File: src/rtl/seq_pkg.sv
// Shared encodings for the sequencer arbiter: controller states and sequencer phases.
package seq_pkg;

  typedef enum logic [1:0] {
    StIdle = 2'b00,
    StRun  = 2'b01,
    StDone = 2'b10
  } state_e;

  typedef enum logic [1:0] {
    PhFirst  = 2'b11,
    PhSecond = 2'b01,
    PhThird  = 2'b10
  } phase_e;

  function automatic phase_e next_phase(input phase_e ph);
    case (ph)
      PhFirst:  return PhSecond;
      PhSecond: return PhThird;
      default:  return PhFirst;
    endcase
  endfunction

endpackage

File: src/rtl/rr_pick.sv
// Combinational round-robin selector: first set request at or above ptr_i, wrapping.
module rr_pick #(
  parameter int unsigned N_REQ = 4,
  parameter int unsigned ID_W  = 2
) (
  input  logic [N_REQ-1:0] req_i,
  input  logic [ID_W-1:0]  ptr_i,
  output logic [N_REQ-1:0] onehot_o,
  output logic [ID_W-1:0]  idx_o,
  output logic             any_o
);

  logic [ID_W-1:0] cand;

  always_comb begin
    onehot_o = '0;
    idx_o    = '0;
    any_o    = 1'b0;
    cand     = '0;
    for (int unsigned k = 0; k < N_REQ; k++) begin
      cand = ID_W'((32'(ptr_i) + k) % N_REQ);
      if (!any_o && req_i[cand]) begin
        any_o          = 1'b1;
        onehot_o[cand] = 1'b1;
        idx_o          = cand;
      end
    end
  end

endmodule

File: src/rtl/seq_arbiter.sv
// Round-robin owner of the shared 3-phase sequencer: grants one requester, runs its
// requested passes, and forwards that requester's hold/abort as sequencer pause/restart.
module seq_arbiter
  import seq_pkg::*;
#(
  parameter int unsigned N_REQ  = 4,
  parameter int unsigned PASS_W = 4,
  parameter int unsigned ID_W   = $clog2(N_REQ)
) (
  input  logic                    clk_i,
  input  logic                    rst_ni,
  input  logic [N_REQ-1:0]        req_i,
  input  logic [N_REQ*PASS_W-1:0] passes_i,
  input  logic [N_REQ-1:0]        hold_i,
  input  logic [N_REQ-1:0]        abort_i,
  input  logic                    seq_terminal_i,
  output logic                    seq_pause_o,
  output logic                    seq_restart_o,
  output logic [N_REQ-1:0]        grant_o,
  output logic [ID_W-1:0]         grant_id_o,
  output logic                    busy_o,
  output logic [PASS_W-1:0]       pass_cnt_o,
  output logic                    done_o,
  output logic [ID_W-1:0]         done_id_o,
  output logic                    aborted_o
);

  state_e            state_q;
  logic [N_REQ-1:0]  grant_q;
  logic [ID_W-1:0]   grant_id_q, done_id_q, ptr_q;
  logic [PASS_W-1:0] pass_cnt_q, target_q;
  logic              busy_q, done_q, aborted_q;

  logic [N_REQ-1:0]  pick_onehot;
  logic [ID_W-1:0]   pick_idx, ptr_next;
  logic              pick_any;
  logic [PASS_W-1:0] pick_passes, pass_inc;

  rr_pick #(
    .N_REQ (N_REQ),
    .ID_W  (ID_W)
  ) u_rr_pick (
    .req_i    (req_i),
    .ptr_i    (ptr_q),
    .onehot_o (pick_onehot),
    .idx_o    (pick_idx),
    .any_o    (pick_any)
  );

  assign pick_passes = passes_i[32'(pick_idx)*PASS_W +: PASS_W];
  assign pass_inc    = pass_cnt_q + PASS_W'(1);
  assign ptr_next    = (grant_id_q == ID_W'(N_REQ-1)) ? '0 : grant_id_q + ID_W'(1);

  // Outside RUN the sequencer is held parked in FIRST.
  always_comb begin
    seq_pause_o   = 1'b0;
    seq_restart_o = 1'b1;
    if (state_q == StRun) begin
      seq_pause_o   = hold_i[grant_id_q] & ~abort_i[grant_id_q];
      seq_restart_o = abort_i[grant_id_q] | ~req_i[grant_id_q];
    end
  end

  always_ff @(posedge clk_i or negedge rst_ni) begin
    if (!rst_ni) begin
      state_q    <= StIdle;
      grant_q    <= '0;
      grant_id_q <= '0;
      done_id_q  <= '0;
      ptr_q      <= '0;
      pass_cnt_q <= '0;
      target_q   <= '0;
      busy_q     <= 1'b0;
      done_q     <= 1'b0;
      aborted_q  <= 1'b0;
    end else begin
      case (state_q)
        StIdle: begin
          done_q    <= 1'b0;
          aborted_q <= 1'b0;
          if (pick_any) begin
            state_q    <= StRun;
            grant_q    <= pick_onehot;
            grant_id_q <= pick_idx;
            busy_q     <= 1'b1;
            pass_cnt_q <= '0;
            target_q   <= (pick_passes == '0) ? PASS_W'(1) : pick_passes;
          end
        end
        StRun: begin
          // Restart (abort or req drop) wins over a coincident terminal.
          if (seq_restart_o) begin
            state_q   <= StDone;
            grant_q   <= '0;
            busy_q    <= 1'b0;
            done_q    <= 1'b1;
            done_id_q <= grant_id_q;
            aborted_q <= 1'b1;
          end else if (seq_terminal_i) begin
            pass_cnt_q <= pass_inc;
            if (pass_inc == target_q) begin
              state_q   <= StDone;
              grant_q   <= '0;
              busy_q    <= 1'b0;
              done_q    <= 1'b1;
              done_id_q <= grant_id_q;
              aborted_q <= 1'b0;
            end
          end
        end
        StDone: begin
          done_q    <= 1'b0;
          aborted_q <= 1'b0;
          ptr_q     <= ptr_next;
          state_q   <= StIdle;
        end
        default: begin
          state_q <= StIdle;
          grant_q <= '0;
          busy_q  <= 1'b0;
          done_q  <= 1'b0;
        end
      endcase
    end
  end

  assign grant_o    = grant_q;
  assign grant_id_o = grant_id_q;
  assign busy_o     = busy_q;
  assign pass_cnt_o = pass_cnt_q;
  assign done_o     = done_q;
  assign done_id_o  = done_id_q;
  assign aborted_o  = aborted_q;

endmodule

File: config.mk
export PLATFORM = sky130hd
export DESIGN_NAME = seq_arbiter
export DESIGN_NICKNAME = d
export VERILOG_FILES = /design/src/rtl/seq_pkg.sv /design/src/rtl/rr_pick.sv /design/src/rtl/seq_arbiter.sv
export SDC_FILE = /design/constraint.sdc
export NUM_CORES = 1
export LEC_CHECK = 0
export ABC_AREA = 1
export BUFFER_PORTS_ARGS = -buffer_cell sky130_fd_sc_hd__buf_2
export CAP_MARGIN = 20
export CORE_ASPECT_RATIO = 1.4
export CORE_MARGIN = 3
export CORE_UTILIZATION = 45
export CTS_BUF_LIST = sky130_fd_sc_hd__clkbuf_4 sky130_fd_sc_hd__clkbuf_8
export DETAILED_ROUTE_END_ITERATION = 16
export PLACE_DENSITY = 0.78
export SLEW_MARGIN = 20
export SYNTH_ARGS = -nofsm -noshare
export SYNTH_HDL_FRONTEND = slang
export SYNTH_HIERARCHICAL = 1
export SYNTH_SLANG_ARGS = --single-unit
File: constraint.sdc
create_clock -name clk_i -period 2.6 [get_ports clk_i]
set_input_delay 0 -clock clk_i [delete_from_list [all_inputs] [get_ports clk_i]]
set_output_delay 0 -clock clk_i [all_outputs]
set_load 0.005 [all_outputs]
==> impl_summary.log, run 1 <==
[metrics] largest fanout on the critical path: 13
[metrics] clock-pin slew on the worst setup and hold paths: 0.08 ns
[metrics] top cells by area, synth: sky130_fd_sc_hd__dfrtp_1, sky130_fd_sc_hd__nand2_1, sky130_fd_sc_hd__nand3_1
[metrics] Final Wtd Congestion: 0.845
[metrics] Site Rows: 26
[metrics] Design Power: 0.00270 W
[metrics] Peak supply drop: 751 uV
[metrics] Hold Vio Cnt, Final: 0
[metrics] Chip Width: 58.9 um
[metrics] initial antenna violation count: 0
[metrics] RSZ-0062 raised after global routing: no
[metrics] clock tree from TritonCTS: yes
[metrics] status: finished, final reports clean
[metrics] Clock Sink Count: 23
[metrics] total number of H-tree levels: 1
[metrics] cell chosen for the clock root: sky130_fd_sc_hd__clkbuf_8
[metrics] IO Port Bufs: 47
[metrics] critical path capture point type: flip-flop
[metrics] flops & latches, synth: 23
[metrics] area occupied by multi-input gates: 0.00105 mm2
[metrics] post-synthesis cell area: 0.00176 mm2
[metrics] worst-path cell with the longest stage delay: sky130_fd_sc_hd__ha_1
[metrics] worst-case headroom to the max-slew limit: 0.662
[metrics] fillers: 387
[metrics] area of the die: 0.00472 mm2
[metrics] setup_tns: 0 ns
[metrics] Die Span Y: 80.1 um
[metrics] post-synth cell types: 29
[metrics] measured slew at the worst slew-check pin: 0.507 ns
[metrics] area added between synthesis and finish: 20.9%
[metrics] Max clock buf depth: 2
[metrics] number of buffers inserted during clock tree synthesis: 3
[metrics] final period utilization: 0.882
[metrics] worst setup skew after layout: 0.00765 ns
[metrics] commonest cells after routing, fill and taps aside: sky130_fd_sc_hd__nand2_1, sky130_fd_sc_hd__buf_2, sky130_fd_sc_hd__inv_1
[metrics] yosys synthesis warning count: 6
[metrics] layout cell share with drive strength beyond 1: 0.255
[metrics] required time at the endpoint of the critical path: 2.78 ns
[metrics] placed wire-length estimate after detailed placement: 3390 um
[metrics] Avg WL per Cell: 11.9 um
[metrics] total number of nets in the final design: 349
[metrics] remaining antenna violation count: 0
[metrics] total nets after synthesis: 293
[metrics] Final Routed Wirelength: 4210 um
[metrics] proportion of netlist area held by the largest area contributor: 0.326
[metrics] share of flip-flops with an asynchronous set or reset after synthesis: 1.00
[metrics] arrival time of data at the critical path endpoint: 2.48 ns
[metrics] I/O pin total: 48
[metrics] cell count after synthesis: 255
[metrics] PwrDens: 1270 mW/mm2
[metrics] final global-route overflow total: 0
[metrics] worst min-delay path category: in -> reg
[metrics] crit start category: flip-flop
[metrics] cell taking the most area after synthesis: sky130_fd_sc_hd__dfrtp_1
[metrics] final setup violation count: 0
[metrics] clock period minus final worst setup slack: 2.29 ns
[metrics] EDFF count, synth: 0
[metrics] maximum cell stage delay along the critical path: 0.38 ns
[metrics] pin count of the biggest net entering global routing: 24
[metrics] total number of vias: 1821
[metrics] number of antenna repair diodes: 0
[metrics] first-pass GRT wire length: 7180 um
[metrics] number of vias per cell after detailed routing: 5.17
[metrics] commonest non-fill, non-tap cell in the layout: sky130_fd_sc_hd__nand2_1
[metrics] category of the most critical setup path: reg -> reg
[metrics] Highest Clock Rate: 0.436 GHz
[metrics] insertion delay of the later-clocked pin in the worst-skew pair: 0.27 ns
[metrics] max-cap check violation count: 0
[metrics] placeable core region: 0.00371 mm2
[metrics] global-route usage over all layers: 0.193
[metrics] most common flop cell mapped by yosys: sky130_fd_sc_hd__dfrtp_1
[metrics] Static Leak: 1.18 nW
[metrics] sequential standard cell area: 576 um2
[metrics] via count of the first global-routing pass: 1639
[metrics] sequence of cells on the critical path: inv_1, ha_1, inv_1, nand2_1, nand2_2, nor2_4, nand4_1, nand3_1, buf_4, nand2_1, a32o_1, o21ai_0
[metrics] initial cell density of the core: 0.476
[metrics] DRC violations left: 0
[metrics] Final Max Tran Viols: 0
[metrics] DR pass1 iterations: 4
[metrics] initial drt markers: 46
[metrics] average instance area after synthesis: 6.92 um2
[metrics] Seq/Total Area, Yosys: 0.326
report_power, final:
group,switching [W],internal (W),total (W)
logic,0.00116,0.000696,0.00185
clock network,0.000119,0.000107,0.000226
registers,0.000126,0.000497,0.000623
stage by stage:
stage	cells	cell area, um2	setup WS [ns]	hold WS, ns	util
final	352	2130	0.307	0.148	0.575
after global placement	347	2070	0.318	-0.00326	0.559
after global routing	352	2130	0.0920	0.167	0.575
after CTS	352	2130	0.181	0.148	0.574
after floorplan	255	1760	0.151	-0.296	-
after detailed placement	347	2070	0.205	0.00886	0.559
worst max-delay path, delay by kind of cell (launching register included):
family                   cells  cell delay [ns]
AND/OR/NAND/NOR              6             0.68
AO/OA/AOI/OAI                2             0.42
buffers and inverters        3             0.38
adder cells (fa/ha/maj)      1             0.38
flip-flops                   1             0.34
sequential cells by signal (all words and copies together), names as in the netlist:
signal      count
done_o          1
ptr_q           2
pass_cnt_o      4
grant_o         4
busy_o          1
target_q        4
aborted_o       1
state_q         2
done_id_o       2
grant_id_o      2
cell families after synthesis:
group / count (synthesis) / share of synthesized area
buffers and inverters: 32 / 0.0787
AOI/OAI and AO/OA: 37 / 0.127
adders and majority gates: 7 / 0.0496
DFF: 23 / 0.326
muxes: 1 / 0.00567
and+or+nand+nor: 155 / 0.413
synthesized netlist by cell type (4+ instances only):
master                     number
sky130_fd_sc_hd__dfrtp_1       23
sky130_fd_sc_hd__inv_1         25
sky130_fd_sc_hd__a21oi_1       12
sky130_fd_sc_hd__nand2_1       84
sky130_fd_sc_hd__nand3_1       24
sky130_fd_sc_hd__ha_1           7
sky130_fd_sc_hd__nand2_2        9
sky130_fd_sc_hd__a21boi_0       4
sky130_fd_sc_hd__o21ai_0        9
sky130_fd_sc_hd__nor2_1        17
sky130_fd_sc_hd__o21ai_1        6
sky130_fd_sc_hd__nand4_1       13
repair_timing:
action | CTS | global route
gates resized for setup | 0 | 2
setup endpoints to repair | 0 | 3
setup buffers | 0 | 0
endpoints found under the hold margin | 23 | 0
hold buffers | 1 | 0
layout make-up:
cell class                 count  share of cell area
inverter                      28              0.0505
tap                           42              0.0246
clock inverter                 1             0.00235
multi-input combinational    200               0.494
clock buffer                   3              0.0194
timing repair buffer          55               0.140
sequential                    23               0.270
path summary, 6_finish.rpt:
| kind | from | endpoint | slack (ns) | depth (start not counted) |
|---|---|---|---|---|
| max reg2reg | ptr_q[1]$_DFFE_PN0P_ | target_q[2]$_DFFE_PN0P_ | 0.31 | 12 |
| min | passes_i[8] | target_q[0]$_DFFE_PN0P_ | 0.15 | 5 |
| max in group asynchronous | rst_ni | ptr_q[0]$_DFFE_PN0P_ | 2.02 | 2 |
| min reg2reg | done_id_o[0]$_DFFE_PN0P_ | done_id_o[0]$_DFFE_PN0P_ | 0.47 | 2 |
| min in group asynchronous | rst_ni | pass_cnt_o[1]$_DFFE_PN0P_ | 0.23 | 2 |
| max | ptr_q[1]$_DFFE_PN0P_ | target_q[2]$_DFFE_PN0P_ | 0.31 | 12 |
per-layer routing:
layer	up-vias	GRT usage	share of wire
met5	-	0	0
met4	0	0.0476	0.0095
met3	5	0.0193	0.028
met2	35	0.368	0.56
met1	827	0.221	0.40
li1	954	-	-
(Power assumes the default switching activity.)
==> run 2, diff against run 1 <==
--- a/config.mk
+++ b/config.mk
@@ -10,10 +10,10 @@
 export CAP_MARGIN = 20
 export CORE_ASPECT_RATIO = 1.4
 export CORE_MARGIN = 3
-export CORE_UTILIZATION = 45
+export CORE_UTILIZATION = 30
 export CTS_BUF_LIST = sky130_fd_sc_hd__clkbuf_4 sky130_fd_sc_hd__clkbuf_8
 export DETAILED_ROUTE_END_ITERATION = 16
-export PLACE_DENSITY = 0.78
+export PLACE_DENSITY = 0.57
 export SLEW_MARGIN = 20
 export SYNTH_ARGS = -nofsm -noshare
 export SYNTH_HDL_FRONTEND = slang
==> run 2 against run 1 <==
Fmax is 4.7% higher. Sequential power barely moved. Largest power group unchanged. Global-route usage fell by 5.5 points. Worst hold slack improved by 0.0018 ns. Via count up 0.82%. Register-to-register slack improved by 0.10 ns. Critical endpoint is now target_q[0]$_DFFE_PN0P_.
==> impl_summary.log, run 2 (synthesized netlist as in run 1, its figures left out) <==
[metrics] status: finished, final reports clean (unchanged)
[metrics] total number of H-tree levels: 1 (unchanged)
[metrics] number of vias per cell after detailed routing: 4.79 (was 5.17)
[metrics] remaining antenna violation count: 0 (unchanged)
[metrics] Worst path top cell family by delay: simple AND/OR/NAND/NOR gates (unchanged)
[metrics] pin count of the biggest net entering global routing: 24 (unchanged)
[metrics] worst path buffer plus inverter count: 3 (unchanged)
[metrics] setup_tns: 0 ns (unchanged)
[metrics] initial cell density of the core: 0.315 (was 0.476)
[metrics] worst setup skew after layout: 0.00585 ns (was 0.00765 ns)
[metrics] clock period minus final worst setup slack: 2.19 ns (was 2.29 ns)
[metrics] sequence of cells on the critical path: inv_1, ha_1, inv_1, nand2_1, nand2_2, nor2_4, nand4_1, nand3_1, buf_4, o21ai_0, o22ai_1, nor2_1, nand3_1, nand2_1 (was inv_1, ha_1, inv_1, nand2_1, nand2_2, nor2_4, nand4_1, nand3_1, buf_4, nand2_1, a32o_1, o21ai_0)
[metrics] Max clock buf depth: 2 (unchanged)
[metrics] Final Routed Wirelength: 4520 um (was 4210 um)
[metrics] crit start category: flip-flop (unchanged)
[metrics] Critical Path End: target_q[0]$_DFFE_PN0P_ (was target_q[2]$_DFFE_PN0P_)
[metrics] Final Wtd Congestion: 0.780 (was 0.845)
[metrics] placeable core region: 0.00561 mm2 (was 0.00371 mm2)
[metrics] layout cell share with drive strength beyond 1: 0.263 (was 0.255)
[metrics] category of the most critical setup path: reg -> reg (unchanged)
[metrics] worst-path cell with the longest stage delay: sky130_fd_sc_hd__dfrtp_1 (was sky130_fd_sc_hd__ha_1)
[metrics] Hold Vio Cnt, Final: 0 (unchanged)
[metrics] RSZ-0062 raised after global routing: no (unchanged)
[metrics] PwrDens: 1270 mW/mm2 (about the same)
[metrics] global-route usage over all layers: 0.138 (was 0.193)
[metrics] placed wire-length estimate after detailed placement: 3720 um (was 3390 um)
[metrics] area added between synthesis and finish: 24.7% (was 20.9%)
[metrics] Highest Clock Rate: 0.457 GHz (was 0.436 GHz)
[metrics] measured slew at the worst slew-check pin: 0.506 ns (was 0.507 ns)
[metrics] fillers: 627 (was 387)
[metrics] depth of the critical timing path with buffers and inverters included: 14 (was 12)
[metrics] total number of vias: 1836 (was 1821)
[metrics] final setup violation count: 0 (unchanged)
[metrics] initial antenna violation count: 0 (unchanged)
[metrics] Static Leak: 1.20 nW (was 1.18 nW)
[metrics] cell chosen for the clock root: sky130_fd_sc_hd__clkbuf_8 (unchanged)
[metrics] via count of the first global-routing pass: 1853 (was 1639)
[metrics] total number of nets in the final design: 354 (was 349)
[metrics] slack of the critical path: 0.411 ns (was 0.307 ns)
[metrics] Crit Reg-Reg Endpoint: target_q[0]$_DFFE_PN0P_ (was target_q[2]$_DFFE_PN0P_)
[metrics] largest fanout on the critical path: 9 (was 13)
[metrics] number of buffers inserted during clock tree synthesis: 3 (unchanged)
[metrics] minimum setup slack among reg-to-reg paths: 0.41 ns (was 0.31 ns)
[metrics] DR pass1 iterations: 4 (unchanged)
[metrics] worst setup timing slack at the placement stage: 0.319 ns (was 0.205 ns)
[metrics] number of antenna repair diodes: 0 (unchanged)
[metrics] maximum cell stage delay along the critical path: 0.35 ns (was 0.38 ns)
[metrics] launching element of the worst setup path: ptr_q[1]$_DFFE_PN0P_ (unchanged)
[metrics] first-pass GRT wire length: 8050 um (was 7180 um)
[metrics] Clock Sink Count: 23 (unchanged)
[metrics] Avg WL per Cell: 11.8 um (was 11.9 um)
[metrics] clock tree from TritonCTS: yes (unchanged)
[metrics] clock-pin slew on the worst setup and hold paths: 0.07 ns (was 0.08 ns)
[metrics] DRC violations left: 0 (unchanged)
[metrics] IO Port Bufs: 47 (unchanged)
[metrics] arrival time of data at the critical path endpoint: 2.34 ns (was 2.48 ns)
[metrics] Site Rows: 32 (was 26)
[metrics] Die Span Y: 96.7 um (was 80.1 um)
[metrics] final global-route overflow total: 0 (unchanged)
[metrics] Chip Width: 70.8 um (was 58.9 um)
[metrics] worst min-delay path category: in -> reg (unchanged)
[metrics] critical path capture point type: flip-flop (unchanged)
[metrics] insertion delay of the later-clocked pin in the worst-skew pair: 0.26 ns (was 0.27 ns)
[metrics] final period utilization: 0.842 (was 0.882)
[metrics] commonest non-fill, non-tap cell in the layout: sky130_fd_sc_hd__nand2_1 (unchanged)
[metrics] area of the die: 0.00685 mm2 (was 0.00472 mm2)
[metrics] required time at the endpoint of the critical path: 2.76 ns (was 2.78 ns)
[metrics] initial drt markers: 56 (was 46)
[metrics] Final Max Tran Viols: 0 (unchanged)
[metrics] commonest cells after routing, fill and taps aside: sky130_fd_sc_hd__nand2_1, sky130_fd_sc_hd__buf_2, sky130_fd_sc_hd__inv_1 (unchanged)
[metrics] max-cap check violation count: 0 (unchanged)
[metrics] Peak supply drop: 813 uV (was 751 uV)
[metrics] beginning of the worst register-to-register path: ptr_q[1]$_DFFE_PN0P_ (unchanged)
[metrics] I/O pin total: 48 (unchanged)
[metrics] utilization of the core after routing: 0.392 (was 0.575)
[metrics] worst-case headroom to the max-slew limit: 0.663 (was 0.662)
[metrics] number of cells traversed by the worst register-to-register path: 14 (was 12)
run 2: repair_timing:
| action | in CTS | in global routing |
|---|---|---|
| setup endpoints to repair | 0 | 2 |
| gates resized for setup | 0 | 1 |
| endpoints found under the hold margin | 23 | 0 |
| buffers inserted | 0 | 3 |
| hold buffers | 1 | 0 |
run 2: area by class of cell:
cell class	count	area, um2	area share
multi-input combinational	200	1050	0.477
sequential	23	576	0.262
timing repair buffer	60	335	0.152
inverter	28	108	0.0489
tap	68	85.1	0.0387
clock buffer	3	41.3	0.0188
clock inverter	1	5.00	0.00228
run 2: how the worst min path moves through the flow:
stage | from | to | slack [ns] | cells after the start
6_report | passes_i[9] | target_q[1]$_DFFE_PN0P_ | 0.15 | 4
5_1_grt | passes_i[9] | target_q[1]$_DFFE_PN0P_ | 0.19 | 4
4_1_cts | passes_i[9] | target_q[1]$_DFFE_PN0P_ | 0.15 | 4
3_5_place_dp | rst_ni | pass_cnt_o[2]$_DFFE_PN0P_ | 0.008 | 1
3_3_place_gp | rst_ni | pass_cnt_o[2]$_DFFE_PN0P_ | 0.01 | 1
2_1_floorplan | rst_ni | aborted_o$_DFFE_PN0P_ | -0.30 | 0
run 2: power by group:
group	internal (W)	switching (W)	leakage [nW]	total (W)
Sequential	0.000497	0.000127	0.294	0.000624
Clock	0.000107	0.000112	0.0255	0.000219
Combinational	0.000763	0.00119	0.881	0.00195
run 2: through the flow:
| step | instances | power [W] | hold WS (ns) | instance area, um2 |
|---|---|---|---|---|
| final | 383 | 0.00280 | 0.150 | 2200 |
| after global routing | 383 | 0.00314 | 0.193 | 2200 |
| after CTS | 380 | 0.00276 | 0.149 | 2180 |
| after detailed placement | 375 | 0.00253 | 0.00816 | 2120 |
| after global placement | 375 | 0.00252 | 0.0101 | 2120 |
| after floorplan | 255 | 0.00200 | -0.296 | 1760 |
run 2: worst min-delay path, cell delays in order:
cell	delay, ns
sky130_fd_sc_hd__buf_2	0.09
sky130_fd_sc_hd__nand2_1	0.06
sky130_fd_sc_hd__a32o_1	0.14
sky130_fd_sc_hd__o21ai_0	0.08
run 2: routing by layer:
| layer | wire (um) | track usage |
|---|---|---|
| met1 | 1820 | 0.164 |
| met2 | 2490 | 0.255 |
| met3 | 151 | 0.0187 |
| met4 | 55 | 0.0318 |
| met5 | 0 | 0 |
==> run 3, diff against run 2 <==
==> constraint.sdc (replaced) <==
create_clock -name clk_i -period 2 [get_ports clk_i]
set_input_delay 0 -clock clk_i [delete_from_list [all_inputs] [get_ports clk_i]]
set_output_delay 0 -clock clk_i [all_outputs]
set_load 0.005 [all_outputs]
==> run 3 against run 2 <==
The run now ends with negative setup slack left. Core utilization rose by 4.2 points. Combinational power up 65%. Worst setup slack got worse by 0.42 ns. Worst hold slack worse by 0.030 ns. Sequential cell count stayed put. First-iteration DRC count decreased by 5.4%. Clock skew fell by 0.0040 ns. Non-clock buffer count is 15 higher. Final cell count rose by 3.9%. Routed wire length grew 6.1%. Critical path type unchanged.
==> impl_summary.log, run 3 (synthesized netlist as in run 1, its figures left out) <==
[metrics] number of vias per cell after detailed routing: 4.80 (was 4.79)
[metrics] placed wire-length estimate after detailed placement: 3940 um (was 3720 um)
[metrics] final period utilization: 1.01 (was 0.842)
[metrics] largest fanout on the critical path: 7 (was 9)
[metrics] PwrDens: 1780 mW/mm2 (was 1270 mW/mm2)
[metrics] total number of H-tree levels: 1 (unchanged)
[metrics] initial cell density of the core: 0.315 (unchanged)
[metrics] total number of nets in the final design: 369 (was 354)
[metrics] number of buffers inserted during clock tree synthesis: 3 (unchanged)
[metrics] required time at the endpoint of the critical path: 2.16 ns (was 2.76 ns)
[metrics] worst setup skew after layout: 0.00186 ns (was 0.00585 ns)
[metrics] DR pass1 iterations: 4 (unchanged)
[metrics] Hold Vio Cnt, Final: 0 (unchanged)
[metrics] IO Port Bufs: 47 (unchanged)
[metrics] initial antenna violation count: 0 (unchanged)
[metrics] total number of vias: 1910 (was 1836)
[metrics] cell chosen for the clock root: sky130_fd_sc_hd__clkbuf_8 (unchanged)
[metrics] Clock Sink Count: 23 (unchanged)
[metrics] slack of the critical path: -0.0138 ns (was 0.411 ns)
[metrics] Chip Width: 70.8 um (unchanged)
[metrics] area occupied by multi-input gates: 0.00111 mm2 (was 0.00105 mm2)
[metrics] area added between synthesis and finish: 37.9% (was 24.7%)
[metrics] Final Max Tran Viols: 0 (unchanged)
[metrics] final global-route overflow total: 0 (unchanged)
[metrics] insertion delay of the later-clocked pin in the worst-skew pair: 0.26 ns (about the same)
[metrics] first-pass GRT wire length: 8100 um (was 8050 um)
[metrics] worst-case headroom to the max-slew limit: 0.662 (was 0.663)
[metrics] beginning of the worst register-to-register path: ptr_q[0]$_DFFE_PN0P_ (was ptr_q[1]$_DFFE_PN0P_)
[metrics] number of antenna repair diodes: 0 (unchanged)
[metrics] area of the die: 0.00685 mm2 (unchanged)
[metrics] Avg WL per Cell: 12.0 um (was 11.8 um)
[metrics] minimum setup slack among reg-to-reg paths: -0.01 ns (was 0.41 ns)
[metrics] Die Span Y: 96.7 um (unchanged)
[metrics] worst min-delay path category: in -> reg (unchanged)
[metrics] crit start category: flip-flop (unchanged)
[metrics] clock tree from TritonCTS: yes (unchanged)
[metrics] max-cap check violation count: 0 (unchanged)
[metrics] Design Power: 0.00433 W (was 0.00280 W)
[metrics] RSZ-0062 raised after global routing: yes (was no)
[metrics] final setup violation count: 1 (was 0)
[metrics] launching element of the worst setup path: ptr_q[0]$_DFFE_PN0P_ (was ptr_q[1]$_DFFE_PN0P_)
[metrics] DRC violations left: 0 (unchanged)
[metrics] critical path capture point type: flip-flop (unchanged)
[metrics] arrival time of data at the critical path endpoint: 2.17 ns (was 2.34 ns)
[metrics] commonest cells after routing, fill and taps aside: sky130_fd_sc_hd__nand2_1, sky130_fd_sc_hd__buf_2, sky130_fd_sc_hd__buf_4 (was sky130_fd_sc_hd__nand2_1, sky130_fd_sc_hd__buf_2, sky130_fd_sc_hd__inv_1)
[metrics] Final Wtd Congestion: 0.785 (was 0.780)
[metrics] status: complete, but fails checks (was finished, final reports clean)
[metrics] clock period minus final worst setup slack: 2.01 ns (was 2.19 ns)
[metrics] Final Routed Wirelength: 4790 um (was 4520 um)
[metrics] Peak supply drop: 973 uV (was 813 uV)
[metrics] Highest Clock Rate: 0.497 GHz (was 0.457 GHz)
[metrics] clock-pin slew on the worst setup and hold paths: 0.08 ns (was 0.07 ns)
[metrics] initial drt markers: 53 (was 56)
[metrics] layout cell share with drive strength beyond 1: 0.358 (was 0.263)
[metrics] sequential standard cell area: 578 um2 (was 576 um2)
[metrics] fillers: 623 (was 627)
[metrics] measured slew at the worst slew-check pin: 0.507 ns (was 0.506 ns)
[metrics] worst hold slack after final layout: 0.119 ns (was 0.150 ns)
[metrics] Max clock buf depth: 2 (unchanged)
[metrics] category of the most critical setup path: reg -> reg (unchanged)
[metrics] violated checks: negative setup slack
[metrics] remaining antenna violation count: 0 (unchanged)
[metrics] Site Rows: 32 (unchanged)
[metrics] I/O pin total: 48 (unchanged)
[metrics] Crit Reg-Reg Endpoint: target_q[0]$_DFFE_PN0P_ (unchanged)
[metrics] Static Leak: 1.30 nW (was 1.20 nW)
[metrics] commonest non-fill, non-tap cell in the layout: sky130_fd_sc_hd__nand2_1 (unchanged)
[metrics] number of cells traversed by the worst register-to-register path: 13 (was 14)
[metrics] global-route usage over all layers: 0.142 (was 0.138)
[metrics] placeable core region: 0.00561 mm2 (unchanged)
[metrics] via count of the first global-routing pass: 1829 (was 1853)
[metrics] Critical Path End: target_q[0]$_DFFE_PN0P_ (unchanged)
[metrics] pin count of the biggest net entering global routing: 24 (unchanged)
run 3: worst min-delay path by stage:
| stage | from | cells past startpoint | to | slack, ns |
|---|---|---|---|---|
| after CTS | passes_i[9] | 4 | target_q[1]$_DFFE_PN0P_ | 0.14 |
| final | passes_i[9] | 4 | target_q[1]$_DFFE_PN0P_ | 0.12 |
| after floorplan | rst_ni | 0 | aborted_o$_DFFE_PN0P_ | -0.30 |
| after global routing | passes_i[9] | 4 | target_q[1]$_DFFE_PN0P_ | 0.15 |
| after global placement | rst_ni | 1 | pass_cnt_o[0]$_DFFE_PN0P_ | 0.006 |
| after detailed placement | rst_ni | 1 | pass_cnt_o[0]$_DFFE_PN0P_ | 0.01 |
run 3: metrics by stage:
| stage | utilization | TNS, ns | worst slack, ns | area, um2 | cells |
|---|---|---|---|---|---|
| floorplan | - | -0.108 | -0.0677 | 1800 | 255 |
| global placement | 0.411 | -0.0227 | -0.0183 | 2300 | 391 |
| detailed placement | 0.411 | -0.329 | -0.106 | 2300 | 391 |
| CTS | 0.424 | 0 | 0.00507 | 2370 | 396 |
| global route | 0.434 | -1.09 | -0.171 | 2430 | 398 |
| finish | 0.434 | -0.0138 | -0.0138 | 2430 | 398 |
run 3: final cells by class:
cell class / count / area share
tap: 68 / 0.0350
multi-input combinational: 200 / 0.458
sequential: 23 / 0.238
clock buffer: 4 / 0.0201
timing repair buffer: 75 / 0.201
inverter: 28 / 0.0483
run 3: timing repair:
| action | CTS | global route |
|---|---|---|
| hold endpoints to repair | 23 | 0 |
| resized for setup | 5 | 16 |
| endpoints found under the setup margin | 4 | 13 |
| pin swaps | 2 | 8 |
| buffers inserted | 0 | 2 |
| hold buffers | 1 | 0 |
run 3: per-layer routing:
| layer | GRT usage | wire, um |
|---|---|---|
| met1 | 0.160 | 1910 |
| met2 | 0.271 | 2670 |
| met3 | 0.0229 | 140 |
| met4 | 0.0347 | 78 |
| met5 | 0 | 0 |
run 3: power breakdown:
group / switching, W / internal [W] / total [W]
Clock: 0.000147 / 0.000156 / 0.000302
Sequential: 0.000159 / 0.000650 / 0.000810
Combinational: 0.00178 / 0.00144 / 0.00322
run 3: worst max-delay path: stages, from the launching register on:
cell and delay (ns):
sky130_fd_sc_hd__dfrtp_2 0.40, sky130_fd_sc_hd__inv_4 0.06, sky130_fd_sc_hd__ha_4 0.30, sky130_fd_sc_hd__inv_4 0.04
sky130_fd_sc_hd__nand2_1 0.08, sky130_fd_sc_hd__nand2_2 0.07, sky130_fd_sc_hd__nor2_4 0.11, sky130_fd_sc_hd__nand4_1 0.12
sky130_fd_sc_hd__nand3_2 0.13, sky130_fd_sc_hd__buf_6 0.14, sky130_fd_sc_hd__nand2_1 0.05, sky130_fd_sc_hd__a32o_2 0.27
sky130_fd_sc_hd__nand3_1 0.08, sky130_fd_sc_hd__nand2_1 0.05
